**src/rtl/vga_pixel_stream.sv**
```systemverilog
// vga_pixel_stream: packs active VGA pixels into 24-bit words, buffers them
// in a first-word-fall-through FIFO and streams them out with sof/eol tags.
//
// Ports:
//   clk, sim_rst_n                  pixel clock, async active-low reset
//   counter_x, counter_y            registered coordinates from the paint stage
//   sdl_de                          incoming pixel is active
//   red_i, green_i, blue_i          8-bit colour channels
//   m_valid, m_ready                output stream handshake
//   m_data                          {red, green, blue} of the head word
//   m_sof, m_eol                    head word is pixel (0,0) / last of a line
//   overflow                        sticky: a pixel was dropped on a full FIFO
//   frame_cnt                       frames whose first pixel entered the FIFO
//   fifo_level                      current FIFO occupancy

module vga_pixel_stream #(
    parameter int CORDW = 10,
    parameter int H_RES = 640,
    parameter int DEPTH = 16
) (
    input  logic                     clk,
    input  logic                     sim_rst_n,
    input  logic [CORDW-1:0]         counter_x,
    input  logic [CORDW-1:0]         counter_y,
    input  logic                     sdl_de,
    input  logic [7:0]               red_i,
    input  logic [7:0]               green_i,
    input  logic [7:0]               blue_i,
    output logic                     m_valid,
    input  logic                     m_ready,
    output logic [23:0]              m_data,
    output logic                     m_sof,
    output logic                     m_eol,
    output logic                     overflow,
    output logic [15:0]              frame_cnt,
    output logic [$clog2(DEPTH):0]   fifo_level
);

    localparam int AW = $clog2(DEPTH);
    localparam int LW = AW + 1;
    localparam int EW = 26;

    localparam logic [LW-1:0]    FULL_LVL = LW'(DEPTH);
    localparam logic [CORDW-1:0] LAST_X   = CORDW'(H_RES - 1);

    typedef enum logic [1:0] {
        WAIT_SOF,
        STREAM,
        RESYNC
    } state_t;

    state_t          state;
    logic [EW-1:0]   mem [DEPTH];
    logic [AW-1:0]   wr_ptr;
    logic [AW-1:0]   rd_ptr;
    logic [LW-1:0]   level;
    logic [EW-1:0]   head;
    logic [EW-1:0]   entry;
    logic            px_sof;
    logic            px_eol;
    logic            pop;
    logic            space;
    logic            push;

    // Tag the incoming pixel with its frame/line position.
    assign px_sof = (counter_x == '0) && (counter_y == '0);
    assign px_eol = (counter_x == LAST_X);
    assign entry  = {px_sof, px_eol, red_i, green_i, blue_i};

    // A pop in the same cycle frees a slot, so a full FIFO can still
    // accept a word while the head is being taken.
    assign pop   = (level != '0) && m_ready;
    assign space = (level < FULL_LVL) || pop;

    // Only STREAM pushes arbitrary pixels; the other states wait for a
    // frame start so the sink never sees a partial frame.
    always_comb begin
        push = 1'b0;
        if (sdl_de && space) begin
            case (state)
                WAIT_SOF: push = px_sof;
                RESYNC:   push = px_sof;
                STREAM:   push = 1'b1;
                default:  push = 1'b0;
            endcase
        end
    end

    // Storage is not reset: occupancy is tracked by level and the
    // outputs are masked while empty.
    always_ff @(posedge clk) begin
        if (push) begin
            mem[wr_ptr] <= entry;
        end
    end

    always_ff @(posedge clk or negedge sim_rst_n) begin
        if (!sim_rst_n) begin
            wr_ptr <= '0;
            rd_ptr <= '0;
            level  <= '0;
        end else begin
            if (push) begin
                wr_ptr <= wr_ptr + 1'b1;
            end
            if (pop) begin
                rd_ptr <= rd_ptr + 1'b1;
            end
            case ({push, pop})
                2'b10:   level <= level + 1'b1;
                2'b01:   level <= level - 1'b1;
                default: level <= level;
            endcase
        end
    end

    // Frame-alignment state machine with its sticky status outputs.
    always_ff @(posedge clk or negedge sim_rst_n) begin
        if (!sim_rst_n) begin
            state     <= WAIT_SOF;
            overflow  <= 1'b0;
            frame_cnt <= '0;
        end else begin
            if (push && px_sof) begin
                frame_cnt <= frame_cnt + 16'd1;
            end
            if (sdl_de) begin
                case (state)
                    WAIT_SOF: begin
                        if (push) begin
                            state <= STREAM;
                        end
                    end
                    STREAM: begin
                        if (!space) begin
                            overflow <= 1'b1;
                            state    <= RESYNC;
                        end
                    end
                    RESYNC: begin
                        if (push) begin
                            state <= STREAM;
                        end
                    end
                    default: state <= WAIT_SOF;
                endcase
            end
        end
    end

    assign head       = mem[rd_ptr];
    assign m_valid    = (level != '0);
    assign m_data     = m_valid ? head[23:0] : 24'h0;
    assign m_sof      = m_valid & head[25];
    assign m_eol      = m_valid & head[24];
    assign fifo_level = level;

endmodule

```
**config.mk**
```make
export PLATFORM = sky130hd
export DESIGN_NAME = vga_pixel_stream
export DESIGN_NICKNAME = d
export VERILOG_FILES = /design/src/rtl/vga_pixel_stream.sv
export SDC_FILE = /design/constraint.sdc
export NUM_CORES = 1
export LEC_CHECK = 0
export ABC_CLOCK_PERIOD_IN_PS = 4110
export BUFFER_PORTS_ARGS = -buffer_cell sky130_fd_sc_hd__buf_2
export CAP_MARGIN = 20
export CORE_ASPECT_RATIO = 1.75
export CORE_UTILIZATION = 35
export CTS_CLUSTER_SIZE = 40
export DETAILED_ROUTE_END_ITERATION = 8
export PLACE_DENSITY = 0.59
export SLEW_MARGIN = 25
export SYNTH_ARGS = -nofsm -noshare
export SYNTH_HDL_FRONTEND = slang
export SYNTH_SLANG_ARGS = --single-unit
```
**constraint.sdc**
```tcl
create_clock -name clk -period 4.11 [get_ports clk]
set_clock_uncertainty 0.2 [all_clocks]
set_input_delay 0.822 -clock clk [delete_from_list [all_inputs] [get_ports clk]]
set_output_delay 0.822 -clock clk [all_outputs]
set_load 0.02 [all_outputs]
```
==> flow_metrics.env, run 1 <==
export IMPL_status="complete, no violations"
export IMPL_postCtsSetupRepairBufs=0
export IMPL_crit_type="flip-flop to output pin"
export IMPL_pwr_share_comb_pct=29.4
export IMPL_total_power_uw=13000
export IMPL_drc=0
export IMPL_synth_area_um2=17500
export IMPL_crit_fanout=18
export IMPL_ys_ff_latch=448
export IMPL_postRouteAntennaNets=0
export IMPL_post_route_period_util_pct=90.7
export IMPL_nets=1012
export IMPL_antenna_cells=0
export IMPL_initial_core_util_pct=35.3
export IMPL_avgSynthCellArea_um2=21.3
export IMPL_clockBufferDepth=3
export IMPL_finalCriticalPeriod_ns=3.73
export IMPL_antenna_found_initial=2
export IMPL_internal_power_uw=9000
export IMPL_synth_top_area_cell="edfxtp_1"
export IMPL_row_count=108
export IMPL_r2r_start="fifo_level[4]"
export IMPL_r2r_setup_slack_ns=0.99
export IMPL_cts_tree="done"
export IMPL_hpwlAfterDp_um=22000
export IMPL_synth_ff_type="edfxtp_1"
export IMPL_p_sw_uw=3980
export IMPL_worstSetupStartpoint="rd_ptr[0]"
export IMPL_die_y_um=298
export IMPL_drtPass1Iterations=4
export IMPL_endpoint_kind="output pin"
export IMPL_synth_top_area_share_pct=71.5
export IMPL_drt_total_wl_um=37800
export IMPL_max_slew_margin_pct=46.6
export IMPL_pre_cts_ws_ns=0.268
export IMPL_seqPwrFrac_pct=42.0
export IMPL_clk_pin_slew_ns=0.07
export IMPL_via_count=8377
export IMPL_slew_viol_final=0
export IMPL_grt_pass1_vias=9207
export IMPL_final_core_util_pct=41.4
export IMPL_place_gp_congestion=0.709
export IMPL_drive_gt1_share_pct=33.1
export IMPL_fmax_mhz=268
export IMPL_fin_ws_ns=0.380
export IMPL_arrival_ns=2.71
export IMPL_rsz0062_at_grt="no"
export IMPL_die_w_um=171
export IMPL_numClockSinks=448
export IMPL_clock_root_buffer="clkbuf_16"
export IMPL_async_flop_share_pct=7.14
export IMPL_synth_seq_area_share_pct=76.0
export IMPL_gr_total_overflow=0
export IMPL_drt_iter0_drc=531
export IMPL_cts_htree_levels=2
export IMPL_grt_max_degree=81
export IMPL_cp_start_kind="flip-flop"
export IMPL_cts_resized=0
export IMPL_setup_tns_ns=0
export IMPL_max_cap_violations=0
export IMPL_hold_violations=0
export IMPL_synth_edf_count=416
export IMPL_ioPinCount=97
export IMPL_netlist_instances=819
export IMPL_rr_worst_depth=12
export IMPL_worst_slew_pin_slew_ns=0.795
export IMPL_core_area_um2=49500
export IMPL_ys_top_cells_by_area="edfxtp_1 71%, mux4_2 13%, dfrtp_1 4.6%, mux2i_1 3.0%, o22ai_1 0.97%"
export IMPL_track_usage_pct=15.4
export IMPL_synth_distinct_cells=36
export IMPL_ys_warn_count=0
export IMPL_dieArea_um2=50900
export IMPL_synth_common_cells="416 x edfxtp_1, 104 x mux4_2, 52 x mux2i_1"
export IMPL_ir_drop_mv=0.318
export IMPL_hold_class="input pin to asynchronous set/reset pin"
export IMPL_post_synth_top_count_cell="edfxtp_1"
export IMPL_via_per_inst=5.10
export IMPL_p_leak_uw=0.00677
export IMPL_setup_viol=0
export IMPL_syn_nets=877
export IMPL_grt_pass1_wl_um=56900
export IMPL_r2r_end="fifo_level[4]"
export IMPL_clkLatencyLatePin_ns=0.54
export IMPL_pwr_share_clk_pct=28.6
export IMPL_cts_hold_buf=0
export IMPL_syn2layout_area_growth_pct=17.3
export IMPL_cts_buffers=39
export IMPL_swShare_pct=30.7
export IMPL_required_ns=3.09
export IMPL_wl_per_cell_um=23.0
export IMPL_crit_path_end="m_sof"
export IMPL_p_per_area_nw_per_um2=633
export IMPL_fillerInstances=4419
export IMPL_port_buffers=96
==> sequential cells by signal, indices dropped and copies added (netlist names) <==
name / flops
wr_ptr: 4
rd_ptr: 4
frame_cnt: 16
overflow: 1
state: 2
fifo_level: 5
mem: 416
==> worst min-delay path by stage <==
stage | from | to | cells after the start
finish | sim_rst_n | frame_cnt[4] | 1
global route | sim_rst_n | frame_cnt[4] | 1
CTS | sim_rst_n | frame_cnt[4] | 1
detailed placement | frame_cnt[15] | frame_cnt[15] | 1
global placement | frame_cnt[15] | frame_cnt[15] | 1
floorplan | rd_ptr[2] | rd_ptr[2] | 1
==> worst max-delay path: stages, from the launching register on <==
cell and delay (ns):
dfrtp_4 0.68, buf_4 0.40, mux4_2 0.54, mux2i_1 0.17, o22ai_1 0.15, buf_2 0.23
==> power by group through the flow <==
stage                     clock, µW  sequential, µW  combinational [µW]
after floorplan                   0            5380                2810
after global placement            0            5560                3900
after detailed placement          0            5560                3900
after CTS                      3810            5460                3910
after global routing           3940            5490                4120
final                          3710            5450                3810
==> stage by stage <==
stage / hold slack [ns] / cells / instance area [µm²]
floorplan: 0.278 / 819 / 17500
global placement: 0.255 / 1573 / 19200
detailed placement: 0.260 / 1573 / 19200
CTS: 0.157 / 1642 / 20500
global route: 0.210 / 1642 / 20500
finish: 0.149 / 1642 / 20500
==> layout by cell type, fill, tap and decap left out, types with 3 or more instances in the layout <==
cell / count
mux4_2: 104
xor2_1: 8
inv_1: 4
buf_4: 28
clkinv_2: 8
mux2i_1: 52
mux2_2: 3
nor4_1: 6
o21ai_0: 3
edfxtp_1: 416
nor2_1: 3
nand2_1: 21
nand4_1: 8
nor3_1: 5
buf_12: 12
clkbuf_1: 5
xnor2_1: 19
clkinv_1: 7
ha_1: 10
nor3_4: 4
and3_1: 4
nand3_1: 10
nand2b_1: 5
dfrtp_1: 29
bufinv_16: 5
buf_2: 96
dfrtp_4: 3
clkbuf_16: 39
nor2_4: 12
o22ai_1: 27
==> per-layer routing <==
layer,part of all wire (%),up-vias,track usage [%],routed length (µm)
met5,0.074,-,0,28
met4,2.4,4,4.85,903
met3,3.9,50,2.32,1460
met2,55,189,28.4,20700
met1,39,4476,17.9,14700
li1,-,3658,-,-
==> logic make-up (layout without fill, tap and decap cells) <==
logic type,Yosys count,count (layout),synth area share (%)
flops,448,448,76.0
mux,159,159,16.6
simple gates,87,87,2.55
buf+inv,46,209,1.07
compound gates,42,42,1.69
xor+xnor,27,27,1.35
fa+ha+maj,10,10,0.716
==> cell type report <==
class | count | area, µm² | area share, %
flip-flops and latches | 448 | 13300 | 64.9
inverters | 4 | 15.0 | 0.0732
clock buffers | 44 | 995 | 4.85
clock inverters | 25 | 278 | 1.35
repair buffers | 136 | 931 | 4.54
multi-input cells | 325 | 4150 | 20.3
well taps | 660 | 826 | 4.03
Note: power is estimated with default switching activity, not from simulation.
==> inputs of run 2 (changes only) <==
- ABC_CLOCK_PERIOD_IN_PS: 4110 -> 4450
- CTS_BUF_LIST: unset -> sky130_fd_sc_hd__clkbuf_2 sky130_fd_sc_hd__clkbuf_4 sky130_fd_sc_hd__clkbuf_8
- PLACE_DENSITY: 0.59 -> 0.58
- clock period: 4.11 -> 4.45 ns (I/O delays scaled with it)
==> flow_metrics.env, run 2 (synthesized netlist as in run 1, its figures left out) <==
export IMPL_core_area_um2=49500
export IMPL_cts_hold_buf=0
export IMPL_rr_worst_depth=12
export IMPL_drt_iter0_drc=486
export IMPL_p_per_area_nw_per_um2=578
export IMPL_largest_reg_flops=416
export IMPL_postRouteAntennaNets=0
export IMPL_r2r_start="fifo_level[4]"
export IMPL_drive_gt1_share_pct=35.8
export IMPL_layout_commonest_cell="edfxtp_1"
export IMPL_arrival_ns=2.89
export IMPL_grt_max_degree=41
export IMPL_cts_htree_levels=3
export IMPL_setup_viol=0
export IMPL_p_leak_uw=0.00679
export IMPL_cts_tree="done"
export IMPL_r2r_setup_slack_ns=1.15
export IMPL_wl_per_cell_um=22.5
export IMPL_setup_tns_ns=0
export IMPL_ir_drop_mv=0.261
export IMPL_cts_buffers=66
export IMPL_clock_root_buffer="clkbuf_8"
export IMPL_numClockSinks=448
export IMPL_crit_fanout=40
export IMPL_cp_start_kind="flip-flop"
export IMPL_clk_pin_slew_ns=0.06
export IMPL_antenna_found_initial=2
export IMPL_dieArea_um2=50900
export IMPL_grt_met3_usage_pct=3.42
export IMPL_required_ns=3.36
export IMPL_grt_pass1_vias=9336
export IMPL_gr_total_overflow=0
export IMPL_hold_violations=0
export IMPL_postCtsSetupRepairBufs=0
export IMPL_clockBufferDepth=3
export IMPL_final_cell_mix="416 x edfxtp_1, 104 x mux4_2, 96 x buf_2"
export IMPL_drc=0
export IMPL_slew_viol_final=0
export IMPL_die_y_um=298
export IMPL_fmax_mhz=251
export IMPL_via_count=8539
export IMPL_finalCriticalPeriod_ns=3.98
export IMPL_hpwlAfterDp_um=22200
export IMPL_final_cell_area_um2=20500
export IMPL_syn2layout_area_growth_pct=17.1
export IMPL_pre_cts_ws_ns=0.295
export IMPL_drtPass1Iterations=4
export IMPL_largest_register="mem"
export IMPL_place_area_um2=19200
export IMPL_fillerInstances=4397
export IMPL_endpoint_kind="output pin"
export IMPL_rsz0062_at_grt="no"
export IMPL_row_count=108
export IMPL_grt_pass1_wl_um=57100
export IMPL_ioPinCount=97
export IMPL_place_gp_congestion=0.703
export IMPL_clkLatencyLatePin_ns=0.60
export IMPL_drt_total_wl_um=38000
export IMPL_track_usage_pct=15.5
export IMPL_via_per_inst=5.06
export IMPL_initial_core_util_pct=35.3
export IMPL_grt_met2_usage_pct=28.6
export IMPL_status="complete, no violations"
export IMPL_max_cap_violations=0
export IMPL_grt_busiest_layer="met2"
export IMPL_cts_resized=0
export IMPL_post_route_period_util_pct=89.4
export IMPL_crit_type="flip-flop to output pin"
export IMPL_hold_class="input pin to asynchronous set/reset pin"
export IMPL_grt_util_met1_pct=17.3
export IMPL_fin_ws_ns=0.474
export IMPL_port_buffers=96
export IMPL_numPlacedInstances=1571
export IMPL_max_slew_margin_pct=35.2
export IMPL_worst_slew_pin_slew_ns=0.972
export IMPL_die_w_um=171
export IMPL_r2r_end="fifo_level[4]"
export IMPL_nets=1037
export IMPL_final_cells=1688
==> run 2: cell count changes in the layout (fill, tap and decap cells not counted), moves of 3 or more <==
cell / delta
clkinvlp_4: +6
bufinv_16: -3
clkbuf_16: -39
clkbuf_4: +18
clkinv_1: +7
clkbuf_8: +68
clkbuf_1: -5
==> run 2: worst max path at each step <==
stage               slack [ns]    startpoint  depth (start not counted)            end
global placement          0.39  counter_x[0]                         13  fifo_level[4]
CTS                       0.34     rd_ptr[1]                          5      m_data[4]
global route              0.29     rd_ptr[1]                          5      m_data[4]
floorplan                 0.54  counter_x[0]                         13  fifo_level[4]
detailed placement        0.29  counter_x[1]                         13  fifo_level[4]
finish                    0.47     rd_ptr[1]                          5      m_data[4]
==> run 2: area by class of cell <==
class / count / area (µm²) / share of cell area (%)
multi-input combinational: 325 / 4140 / 20.2
inverter: 4 / 15.0 / 0.0733
clock buffer: 86 / 1070 / 5.23
antenna: 1 / 2.50 / 0.0122
clock inverter: 30 / 208 / 1.01
timing repair buffer: 134 / 903 / 4.41
sequential: 448 / 13300 / 65.0
tap: 660 / 826 / 4.03
==> run 2: per-layer routing <==
metal / wire (µm) / vias up
met5: 14 / -
met3: 1700 / 70
met2: 21000 / 199
met1: 14300 / 4547
met4: 905 / 2
li1: - / 3721
==> run 2: power breakdown <==
part           internal [µW]  total, µW  switching (µW)  leakage, µW
Sequential              4790       5140             356      0.00414
Combinational           1610       3440            1840      0.00199
Clock                   1700       3240            1540     0.000657
Total                   8090      11800            3730      0.00679
==> run 2: metrics by stage <==
stage                     total power [µW]  hold WS (ns)  utilization, %
after floorplan                       7570         0.278               -
after global placement                8750         0.257            38.8
after detailed placement              8770         0.256            38.8
after CTS                            12000         0.148            41.4
after global routing                 12400         0.185            41.4
final                                11800         0.162            41.4
==> run 2: worst max-delay path, cell delays in order, from the launching register on <==
cell and delay [ns]:
dfrtp_4 0.86, buf_4 0.46, mux4_2 0.37, mux2i_1 0.23, o22ai_1 0.11, buf_2 0.21
==> inputs of run 3 (changes only) <==
- CORE_ASPECT_RATIO: 1.75 -> unset
- TNS_END_PERCENT: unset -> 5
==> flow_metrics.env, run 3 (synthesized netlist as in run 1, its figures left out) <==
export IMPL_largest_reg_flops=416
export IMPL_p_sw_uw=3760
export IMPL_place_gp_congestion=0.722
export IMPL_finalCriticalPeriod_ns=4.01
export IMPL_slowest_stage="dfrtp_4"
export IMPL_dieArea_um2=50800
export IMPL_antenna_cells=0
export IMPL_required_ns=3.36
export IMPL_crit_type="flip-flop to output pin"
export IMPL_cts_resized=0
export IMPL_seqPwrFrac_pct=41.9
export IMPL_grt_pass1_vias=9070
export IMPL_clockBufferDepth=3
export IMPL_wl_per_cell_um=21.7
export IMPL_postRouteAntennaNets=0
export IMPL_layout_commonest_cell="edfxtp_1"
export IMPL_place_area_um2=19200
export IMPL_crit_buf_inv=2
export IMPL_cts_buffers=76
export IMPL_crit_family="flip-flops"
export IMPL_hold_violations=0
export IMPL_initial_core_util_pct=35.6
export IMPL_arrival_ns=2.92
export IMPL_internal_power_uw=8390
export IMPL_p_per_area_nw_per_um2=588
export IMPL_drc=0
export IMPL_via_count=8440
export IMPL_numClockSinks=448
export IMPL_fillerInstances=4384
export IMPL_largest_register="mem"
export IMPL_swShare_pct=31.0
export IMPL_die_w_um=225
export IMPL_max_stage_delay_ns=0.77
export IMPL_post_route_period_util_pct=90.0
export IMPL_ir_drop_mv=0.382
export IMPL_cts_htree_levels=3
export IMPL_max_slew_margin_pct=40.1
export IMPL_clkLatencyLatePin_ns=0.64
export IMPL_slew_viol_final=0
export IMPL_drt_total_wl_um=37100
export IMPL_hold_ws_ns=0.114
export IMPL_drt_iter0_drc=635
export IMPL_final_cell_mix="416 x edfxtp_1, 104 x mux4_2, 96 x buf_2"
export IMPL_cp_cell_sequence="buf_4 -> mux4_2 -> mux2i_1 -> o22ai_1 -> buf_2"
export IMPL_postCtsSetupRepairBufs=0
export IMPL_drtPass1Iterations=6
export IMPL_p_leak_uw=0.00691
export IMPL_via_per_inst=4.93
export IMPL_status="complete, no violations"
export IMPL_clock_root_buffer="clkbuf_8"
export IMPL_gr_total_overflow=0
export IMPL_endpoint_kind="output pin"
export IMPL_die_y_um=225
export IMPL_row_count=81
export IMPL_fmax_mhz=250
export IMPL_track_usage_pct=15.1
export IMPL_grt_max_degree=57
export IMPL_syn2layout_area_growth_pct=18.3
export IMPL_drive_gt1_share_pct=36.7
export IMPL_rr_worst_depth=12
export IMPL_clk_pin_slew_ns=0.07
export IMPL_rsz0062_at_grt="no"
export IMPL_antenna_found_initial=0
export IMPL_cts_hold_buf=0
export IMPL_max_cap_violations=0
export IMPL_core_area_um2=49100
export IMPL_setup_viol=0
export IMPL_timing_critical_path_depth=5
export IMPL_hpwlAfterDp_um=21000
export IMPL_cp_start_kind="flip-flop"
export IMPL_pwr_share_comb_pct=28.3
export IMPL_worst_slew_pin_slew_ns=0.892
export IMPL_port_buffers=96
export IMPL_grt_pass1_wl_um=56000
export IMPL_cts_tree="done"
export IMPL_ioPinCount=97
export IMPL_nets=1045
export IMPL_pwr_share_clk_pct=29.8
export IMPL_hold_class="input pin to asynchronous set/reset pin"
export IMPL_final_cell_area_um2=20700
export IMPL_crit_fanout=24
[run 3: worst register-to-register path, stage by stage (launching register included)]
cell and delay, ns:
dfrtp_1 0.42, nand2b_1 0.21, nand2_1 0.15, o41ai_4 0.36, inv_1 0.10, ha_1 0.32, xor2_1 0.19, ha_1 0.22
a21boi_0 0.13, o221a_2 0.29, o21a_1 0.17, nor3_1 0.17, xor2_1 0.16
[run 3: worst paths after layout]
path / startpoint / end / slack, ns
max in group asynchronous: sim_rst_n / rd_ptr[3] / 3.37
worst max register to register: fifo_level[4] / fifo_level[4] / 1.30
min in group clk: overflow / overflow / 0.27
worst max-delay path: rd_ptr[0] / m_data[6] / 0.44
worst min-delay path: sim_rst_n / frame_cnt[1] / 0.11
worst min register to register: overflow / overflow / 0.27
[run 3: power by group through the flow]
stage               registers [µW]  clock network, µW  logic [µW]
finish                        5090               3620        3440
global route                  5130               3900        3720
global placement              5180                  0        3500
CTS                           5100               3730        3530
detailed placement            5190                  0        3530
floorplan                     4970                  0        2590
[run 3: cell type report]
type | count | area [µm²] | share of cell area [%]
clock buffers | 100 | 1240 | 5.99
clock inverters | 38 | 259 | 1.25
inverters | 4 | 15.0 | 0.0726
multi-input cells | 325 | 4120 | 19.9
flip-flops and latches | 448 | 13300 | 64.4
well taps | 664 | 831 | 4.02
repair buffers | 132 | 901 | 4.36
[run 3: stage by stage]
step / TNS (ns) / power, µW / setup WS (ns) / cells / util [%]
after global placement: 0 / 8690 / 0.548 / 1573 / 39.1
after global routing: 0 / 12700 / 0.226 / 1711 / 42.1
after CTS: 0 / 12400 / 0.304 / 1711 / 42.1
after floorplan: -6.08 / 7560 / -0.0789 / 819 / -
final: 0 / 12200 / 0.444 / 1711 / 42.1
after detailed placement: 0 / 8720 / 0.439 / 1573 / 39.1
[run 3: layer usage]
metal	up-vias	share of wire, %	GRT usage (%)
met1	4432	45	20.5
li1	3762	-	-
met2	183	49	24.1
met4	0	1.9	4.96
met5	-	0	0
met3	63	4.5	3.39
